[config.mk]
export PLATFORM = sky130hd
export DESIGN_NAME = decode_stage_flat
export DESIGN_NICKNAME = d
export VERILOG_FILES = /design/src/rtl/decode_stage_if.sv /design/src/rtl/decode_stage.sv /design/src/flat_wrapper.sv
export SDC_FILE = /design/constraint.sdc
export NUM_CORES = 1
export LEC_CHECK = 0
export BUFFER_PORTS_ARGS = -buffer_cell sky130_fd_sc_hd__buf_2
export CAP_MARGIN = 20
export CORE_MARGIN = 5
export CORE_UTILIZATION = 57
export CTS_CLUSTER_SIZE = 16
export DETAILED_ROUTE_END_ITERATION = 10
export PLACE_DENSITY = 0.82
export SLEW_MARGIN = 20
export SYNTH_ARGS = -nofsm -noshare
export SYNTH_HDL_FRONTEND = slang
export SYNTH_SLANG_ARGS = --single-unit
[constraint.sdc]
create_clock -name clk_i -period 10.59 [get_ports clk_i]
set_input_delay 3.177 -clock clk_i [delete_from_list [all_inputs] [get_ports clk_i]]
set_output_delay 3.177 -clock clk_i [all_outputs]
set_load 0.03 [all_outputs]
[src/rtl/decode_stage_if.sv]
// Handshake bundle between fetch, the decode stage and issue.
// Upstream: valid_i/ready_o/inst_i/pc_i; downstream: valid_o/ready_i and the
// decoded bundle; flush_i redirects the stage.
interface decode_stage_if #(
  parameter int unsigned WORD_SIZE_P = 16,
  parameter int unsigned PC_WIDTH_P  = 16
);
  logic                   flush_i;
  logic                   valid_i;
  logic                   ready_o;
  logic [15:0]            inst_i;
  logic [PC_WIDTH_P-1:0]  pc_i;
  logic                   valid_o;
  logic                   ready_i;
  logic [15:0]            inst_o;
  logic [PC_WIDTH_P-1:0]  pc_o;
  logic [2:0]             fmt_o;
  logic [WORD_SIZE_P-1:0] imm_o;
  logic [1:0]             count_o;

  // Fetch/issue side: drives instructions, flush and downstream ready.
  modport master (
    output flush_i, valid_i, inst_i, pc_i, ready_i,
    input  ready_o, valid_o, inst_o, pc_o, fmt_o, imm_o, count_o
  );

  // Decode stage side.
  modport slave (
    input  flush_i, valid_i, inst_i, pc_i, ready_i,
    output ready_o, valid_o, inst_o, pc_o, fmt_o, imm_o, count_o
  );
endinterface

[src/rtl/decode_stage.sv]
// Registered immediate decode stage.
// Decodes the immediate of an incoming 16-bit instruction combinationally and
// stores {inst, pc, fmt, imm} in a 2-entry FIFO skid buffer. Outputs come from
// the head entry and read zero whenever the buffer is empty. ready_o depends
// only on registered occupancy, so back-pressure never reaches fetch
// combinationally.
module decode_stage #(
  parameter int unsigned WORD_SIZE_P   = 16,
  parameter int unsigned PC_WIDTH_P    = 16,
  parameter bit          SIGN_EXT_EN_P = 1'b1
) (
  input  logic          clk_i,
  input  logic          reset_n_i,
  decode_stage_if.slave bus
);

  typedef struct packed {
    logic [15:0]            inst;
    logic [PC_WIDTH_P-1:0]  pc;
    logic [2:0]             fmt;
    logic [WORD_SIZE_P-1:0] imm;
  } entry_t;

  entry_t                 mem [2];
  entry_t                 in_entry;
  entry_t                 head_entry;
  logic                   head;
  logic                   tail;
  logic [1:0]             count;
  logic                   enq;
  logic                   deq;
  logic [2:0]             fmt;
  logic [WORD_SIZE_P-1:0] imm;

  // Immediate selection and extension for the incoming instruction.
  always_comb begin
    fmt = bus.inst_i[15:13];
    imm = '0;
    unique case (fmt)
      3'd0: imm = WORD_SIZE_P'(bus.inst_i[7:0]);
      3'd1: imm = WORD_SIZE_P'(bus.inst_i[8:6]);
      3'd2: imm = WORD_SIZE_P'(bus.inst_i[6:0]);
      3'd3: imm = WORD_SIZE_P'(bus.inst_i[10:6]);
      3'd4: begin
        if (SIGN_EXT_EN_P) imm = WORD_SIZE_P'($signed(bus.inst_i[7:0]));
        else               imm = WORD_SIZE_P'(bus.inst_i[7:0]);
      end
      3'd5: begin
        if (SIGN_EXT_EN_P) imm = WORD_SIZE_P'($signed(bus.inst_i[10:0]));
        else               imm = WORD_SIZE_P'(bus.inst_i[10:0]);
      end
      3'd6: begin
        if (SIGN_EXT_EN_P) imm = WORD_SIZE_P'($signed(bus.inst_i[5:0]));
        else               imm = WORD_SIZE_P'(bus.inst_i[5:0]);
      end
      3'd7: imm = WORD_SIZE_P'(bus.inst_i[6:3]);
      default: imm = '0;
    endcase
  end

  // Assemble the entry written into the buffer.
  always_comb begin
    in_entry.inst = bus.inst_i;
    in_entry.pc   = bus.pc_i;
    in_entry.fmt  = fmt;
    in_entry.imm  = imm;
  end

  // Handshake terms; both depend only on registered occupancy plus the peer's signal.
  always_comb begin
    bus.ready_o = (count < 2'd2);
    bus.valid_o = (count != 2'd0);
    enq         = bus.valid_i && bus.ready_o;
    deq         = bus.valid_o && bus.ready_i;
  end

  // Pointer and occupancy update; flush wins over any concurrent enqueue/dequeue.
  always_ff @(posedge clk_i or negedge reset_n_i) begin
    if (!reset_n_i) begin
      head  <= 1'b0;
      tail  <= 1'b0;
      count <= 2'd0;
    end else if (bus.flush_i) begin
      head  <= 1'b0;
      tail  <= 1'b0;
      count <= 2'd0;
    end else begin
      if (enq) tail <= ~tail;
      if (deq) head <= ~head;
      unique case ({enq, deq})
        2'b10:   count <= count + 2'd1;
        2'b01:   count <= count - 2'd1;
        default: count <= count;
      endcase
    end
  end

  // Data storage; contents are don't-care while empty, so no reset is needed.
  always_ff @(posedge clk_i) begin
    if (enq && !bus.flush_i) mem[tail] <= in_entry;
  end

  // Head entry drives the outputs, forced to zero when the buffer is empty.
  always_comb begin
    head_entry = mem[head];
    if (count == 2'd0) head_entry = '0;
    bus.inst_o  = head_entry.inst;
    bus.pc_o    = head_entry.pc;
    bus.fmt_o   = head_entry.fmt;
    bus.imm_o   = head_entry.imm;
    bus.count_o = count;
  end

endmodule

[src/flat_wrapper.sv]
// flat-port wrapper written by rule: the top's interface ports become plain ports
module decode_stage_flat 
#(
  parameter int unsigned WORD_SIZE_P   = 16,
  parameter int unsigned PC_WIDTH_P    = 16,
  parameter bit          SIGN_EXT_EN_P = 1'b1
)
  (clk_i, reset_n_i, bus_flush_i, bus_valid_i, bus_inst_i, bus_pc_i, bus_ready_i, bus_ready_o, bus_valid_o, bus_inst_o, bus_pc_o, bus_fmt_o, bus_imm_o, bus_count_o);
  decode_stage_if #(.WORD_SIZE_P(WORD_SIZE_P), .PC_WIDTH_P(PC_WIDTH_P)) bus_i ();
  input  logic clk_i;
  input  logic reset_n_i;
  input wire logic [$bits(bus_i.flush_i)-1:0] bus_flush_i;
  input wire logic [$bits(bus_i.valid_i)-1:0] bus_valid_i;
  input wire logic [$bits(bus_i.inst_i)-1:0] bus_inst_i;
  input wire logic [$bits(bus_i.pc_i)-1:0] bus_pc_i;
  input wire logic [$bits(bus_i.ready_i)-1:0] bus_ready_i;
  output wire logic [$bits(bus_i.ready_o)-1:0] bus_ready_o;
  output wire logic [$bits(bus_i.valid_o)-1:0] bus_valid_o;
  output wire logic [$bits(bus_i.inst_o)-1:0] bus_inst_o;
  output wire logic [$bits(bus_i.pc_o)-1:0] bus_pc_o;
  output wire logic [$bits(bus_i.fmt_o)-1:0] bus_fmt_o;
  output wire logic [$bits(bus_i.imm_o)-1:0] bus_imm_o;
  output wire logic [$bits(bus_i.count_o)-1:0] bus_count_o;
  assign bus_i.flush_i = bus_flush_i;
  assign bus_i.valid_i = bus_valid_i;
  assign bus_i.inst_i = bus_inst_i;
  assign bus_i.pc_i = bus_pc_i;
  assign bus_i.ready_i = bus_ready_i;
  assign bus_ready_o = bus_i.ready_o;
  assign bus_valid_o = bus_i.valid_o;
  assign bus_inst_o = bus_i.inst_o;
  assign bus_pc_o = bus_i.pc_o;
  assign bus_fmt_o = bus_i.fmt_o;
  assign bus_imm_o = bus_i.imm_o;
  assign bus_count_o = bus_i.count_o;
  decode_stage #(.WORD_SIZE_P(WORD_SIZE_P), .PC_WIDTH_P(PC_WIDTH_P), .SIGN_EXT_EN_P(SIGN_EXT_EN_P)) u_core (.clk_i(clk_i), .reset_n_i(reset_n_i), .bus(bus_i));
endmodule
After elaboration in Yosys (flattened, before gate mapping)
Memories as Yosys holds them, arrays and structs flattened.
Cells that the tools add are included.

word-level totals
  flip-flop bits (word level) = 4
  bits in writable memories = 102
  memories kept = 1

memories
  name        depth  bits a word  read ports  clocked after memory_dff  write ports  RTL line            source
  u_core.mem  2      51           1           0                         1            decode_stage.sv:24  entry_t mem [2];

operators by class
  add/subtract/negate cells = 2
  $lt $le $gt $ge = 1
  equal/unequal tests = 9
  mux-type cells = 10
  bitwise operators = 2
  reductions and logical operators = 10

operators with widths
  cell                                                  number
  case mux 16 bit (8 select lines)                      1
  2-to-1 mux 51 bit                                     1
  equality test 3 bit (second input constant)           4
  equality test 3 x 2 -> 1 bit (second input constant)  2
  2-to-1 mux 1 bit                                      6
  nonzero test 2 bit                                    3
  case mux 2 bit (2 select lines)                       1
  equality test 3 x 1 -> 1 bit (second input constant)  1
  logical AND 1 bit                                     3
  zero test 3 bit                                       1
  nonzero test 3 bit                                    1
  adder 2 x 1 -> 2 bit (second input constant)          1
  equality test 2 x 1 -> 1 bit (second input constant)  1
  equality test 2 bit (second input constant)           1
  zero test 2 bit                                       1
  < comparator 2 bit (second input constant)            1
  2-to-1 mux 2 bit                                      1
  inverter 1 bit                                        2
  subtractor 2 x 1 -> 2 bit (second input constant)     1
  zero test 1 bit                                       1

Longest topological paths before layout
  depth in word-level cells = 5
  depth in mapped cells = 5
  gate-level depth less buffers = 3

Least setup slack after synthesis
No wires, ideal clock.

  kind = in2reg
  start point = input bus_valid_i
  end point = memory u_core.mem[1][0] (netlist bit), enable pin
  arrival = 6421 ps
  data required time = 10084 ps
  path slack = 3663 ps
  stages = 2
  path buffers = 0
  cell sequence = nand2b_4 nor3b_1

between the ends
  word-level cells in the longest chain between the ends = 4

ends and longest elaborated chain
  item                                    RTL line             source
  start: declaration                      flat_wrapper.sv:13   input wire logic [$bits(bus_i.valid_i)-1:0] bus_valid_i;
  logical AND 1 bit                       decode_stage.sv:73   enq = bus.valid_i && bus.ready_o;
  logical AND 1 bit                       decode_stage.sv:100  if (enq && !bus.flush_i) mem[tail] <= in_entry;
  2-to-1 mux 1 bit                        decode_stage.sv:100
  2-to-1 mux 1 bit (not written as such)  decode_stage.sv:100
  end: declaration                        decode_stage.sv:24

No other way between the ends.

Worst setup path in the final report
  start point = register u_core.head
  end point = output bus_imm_o[14]

between the ends
  word-level cells in the longest chain between the ends = 2

ends and longest elaborated chain
  item                      RTL line             source
  start: declaration        decode_stage.sv:27   logic head;
  start signal: assignment  decode_stage.sv:89   if (deq) head <= ~head;
  memory read (2 x 51 bit)  -
  2-to-1 mux 51 bit         decode_stage.sv:106  if (count == 2'd0) head_entry = '0;
  end: declaration          flat_wrapper.sv:22   output wire logic [$bits(bus_i.imm_o)-1:0] bus_imm_o;

No other way between the ends.

==> out/metrics.yaml <==
finish:
  n_antenna_cell: 0
  seqCellArea_um2: 2680
  layout-area-overhead-vs-synth_pct: 15.4
  multiInputGateArea_um2: 961
  fillerInstances: 454
  final_net_count: 381
  final_util_pct: 68.7
  post_route_cells_drive_above_1_share_pct: 33.6
outcome:
  status: "complete, no violations"
setup_path:
  cp.required_ns: 7.41
  cpLargestDelayFamily: "buffers and inverters"
  end_kind: "output port"
  arrival_ns: 2.15
  cp_slowest_stage_delay_ns: 0.65
  cp_max_fo: 30
  setup.worst_path.start_class: "register"
  critical_path.n_buffers_inverters: 2
  cell_with_the_largest_stage_delay_on_the_worst_path: "sky130_fd_sc_hd__dfrtp_2"
  setup.worst_path.class: "register to output port"
  timing.critical_path.cells: "buf_4 > mux2i_1 > nor2_1 > buf_2"
synth:
  synth_flop_cell: "sky130_fd_sc_hd__edfxtp_1"
  yosysSeqAreaShare_pct: 70.2
  syn_inst: 258
  synthesis.nets: 295
  synth_area_per_cell_um2: 14.8
  synth-edff-count: 86
  yosysWarnings: 0
  syn-cell-area_um2: 3820
  synth.ff_latch_count: 90
  number_of_distinct_standard_cells_referenced_by_the_synthesized_netlist: 26
  post_synthesis_async_set_or_reset_flop_share_pct: 4.44
timing:
  hold_ws_ns: 0.602
  tightest_slew_ns: 1.01
  slew_headroom_pct: 32.6
  report.final.hold_viol_count: 0
  finalClockSkew_ns: 0.00623
  setup-tns-final_ns: 0
  finalCriticalPeriod_ns: 5.33
  final_setup_viols: 0
  min_period_over_period_pct: 50.3
  unrepaired_setup_endpoints_after_global_routing: "no"
  clock.fmax_mhz: 188
  slew_viol_final: 0
  timing.final.ws_setup_ns: 5.26
floorplanning:
  die_y_um: 91.9
  die_area_um2: 8450
  rows: 29
  ios: 92
  design.core.area_um2: 6420
  start_util_pct: 59.5
  die_x_um: 91.9
power:
  vdd_drop_max_mv: 0.0937
  leakage_power_figure_uw: 0.00170
  pwr_density_cell_nw_per_um2: 161
routing:
  drc: 0
  wl_per_cell_um: 17.0
  drt-vias-per-instance: 5.41
  drt_wl_total_um: 7240
  total_via_count_in_the_routed_design: 2299
  dr.pass1.iters: 4
  detailedRoute.firstIterationViolations: 145
  route.antenna.remaining_nets: 0
clock_network:
  cts.clk_slew.worst_paths_ns: 0.08
  clock-root-buffer: "sky130_fd_sc_hd__clkbuf_8"
  htreeDepth: 3
  ctsHoldBuffers: 0
  cts_made_buffers: 9
  cts_buffer_depth: 2
  insertion_delay_ns: 0.34
  post-cts-setup-buffers: 0
  cts.sink_count: 90
  cts.repair.resized: 0
  clock_tree_from_tritoncts: "done"
global_routing:
  grt_max_degree: 45
  grtUsageTotal_pct: 17.0
  global_route_wire_length_before_repair_um: 11100
  grt.overflow.total: 0
  via_count_of_the_first_global_routing_pass: 2327
  antenna_found_initial: 0
place:
  gp_congestion: 0.844
  detailedPlacementHpwl_um: 4880
  dpl_worst_slack_ns: 5.61
  port_buffers: 91
run:
  max-cap-violations: 0
hold_path:
  type_of_the_tightest_min_delay_check: "register to register"
[worst min-delay path: cells and delay by family, from the launching register on]
kind | cells | cell delay [ns]
flops | 1 | 0.40
xor+xnor | 1 | 0.08
simple gates | 1 | 0.08
[per-layer routing]
layer	vias up	wire length [um]	track usage [%]	share of wire [%]
met5	-	0	0	0
met4	0	80	7.67	1.1
met3	9	449	3.44	6.2
met2	77	3670	29.2	51
met1	1112	3040	20.9	42
li1	1101	-	-	-
[stage by stage]
stage | total power [uW] | instances | cell area [um2]
6_report | 712 | 425 | 4410
5_1_grt | 743 | 425 | 4410
4_1_cts | 717 | 425 | 4410
3_5_place_dp | 528 | 410 | 4250
3_3_place_gp | 524 | 410 | 4250
2_1_floorplan | 500 | 258 | 3820
[worst paths after layout]
kind | startpoint | end | slack [ns] | cells past startpoint
worst max-delay path | u_core.head | bus_imm_o[14] | 5.26 | 4
worst min-delay path | u_core.tail | u_core.tail | 0.60 | 2
worst max register to register | u_core.bus.count_o[1] | u_core.mem[1][3] | 8.97 | 3
worst min register to register | u_core.tail | u_core.tail | 0.60 | 2
max in group asynchronous | reset_n_i | u_core.head | 7.83 | 1
min in group asynchronous | reset_n_i | u_core.head | 2.62 | 1
[area by class of cell]
class	instances	area share, %
sequential	90	60.8
clock inverter	5	0.737
timing repair buffer	96	11.2
inverter	5	0.425
multi-input combinational	142	21.8
tap	77	2.18
clock buffer	10	2.89
[cell families (layout without fill, tap and decap cells)]
logic type | Yosys count | after routing | synth area share (%)
XOR/XNOR | 2 | 2 | 0.458
buffers and inverters | 26 | 116 | 5.10
flip-flops | 90 | 90 | 70.2
multiplexers | 44 | 44 | 11.6
AND/OR/NAND/NOR | 68 | 68 | 8.44
AO/OA/AOI/OAI | 28 | 28 | 4.19
[state kept, by name, indices dropped and copies added (netlist names)]
register            count
u_core.mem             86
u_core.bus.count_o      2
u_core.head             1
u_core.tail             1
[synth_stat cells (2+ instances only)]
cell | instances | area, um2
sky130_fd_sc_hd__a21oi_1 | 9 | 45.0
sky130_fd_sc_hd__o21a_1 | 3 | 22.5
sky130_fd_sc_hd__nand3b_1 | 3 | 22.5
sky130_fd_sc_hd__nor2_1 | 45 | 169
sky130_fd_sc_hd__edfxtp_1 | 86 | 2580
sky130_fd_sc_hd__nor2b_1 | 5 | 31.3
sky130_fd_sc_hd__dfrtp_1 | 4 | 100
sky130_fd_sc_hd__o22ai_1 | 4 | 25.0
sky130_fd_sc_hd__mux2i_1 | 43 | 430
sky130_fd_sc_hd__o21ai_0 | 9 | 45.0
sky130_fd_sc_hd__a31oi_1 | 2 | 12.5
sky130_fd_sc_hd__buf_6 | 5 | 56.3
sky130_fd_sc_hd__nand2_1 | 5 | 18.8
sky130_fd_sc_hd__xor2_1 | 2 | 17.5
sky130_fd_sc_hd__buf_4 | 16 | 120
sky130_fd_sc_hd__nand2b_1 | 3 | 18.8
sky130_fd_sc_hd__inv_1 | 5 | 18.8
[cell usage in the layout, fill, tap and decap left out, types with 2 or more instances in the layout]
cell,instances
sky130_fd_sc_hd__dfrtp_1,3
sky130_fd_sc_hd__xor2_1,2
sky130_fd_sc_hd__nor2_1,45
sky130_fd_sc_hd__buf_2,91
sky130_fd_sc_hd__clkbuf_8,9
sky130_fd_sc_hd__o21ai_0,9
sky130_fd_sc_hd__mux2i_1,43
sky130_fd_sc_hd__clkinvlp_4,2
sky130_fd_sc_hd__nor2b_1,5
sky130_fd_sc_hd__nand2b_1,3
sky130_fd_sc_hd__o22ai_1,4
sky130_fd_sc_hd__inv_1,5
sky130_fd_sc_hd__a31oi_1,2
sky130_fd_sc_hd__a21oi_1,9
sky130_fd_sc_hd__o21a_1,3
sky130_fd_sc_hd__nand3b_1,3
sky130_fd_sc_hd__buf_4,5
sky130_fd_sc_hd__nand2_1,5
sky130_fd_sc_hd__edfxtp_1,86
[report_power, final]
part           leakage, uW  internal, uW  switching [uW]  total, uW
clock            0.0000758          83.1             110        193
combinational     0.000777          34.0            71.8        106
sequential        0.000843           407            6.42        413
Note: power is estimated with default switching activity, not from simulation.
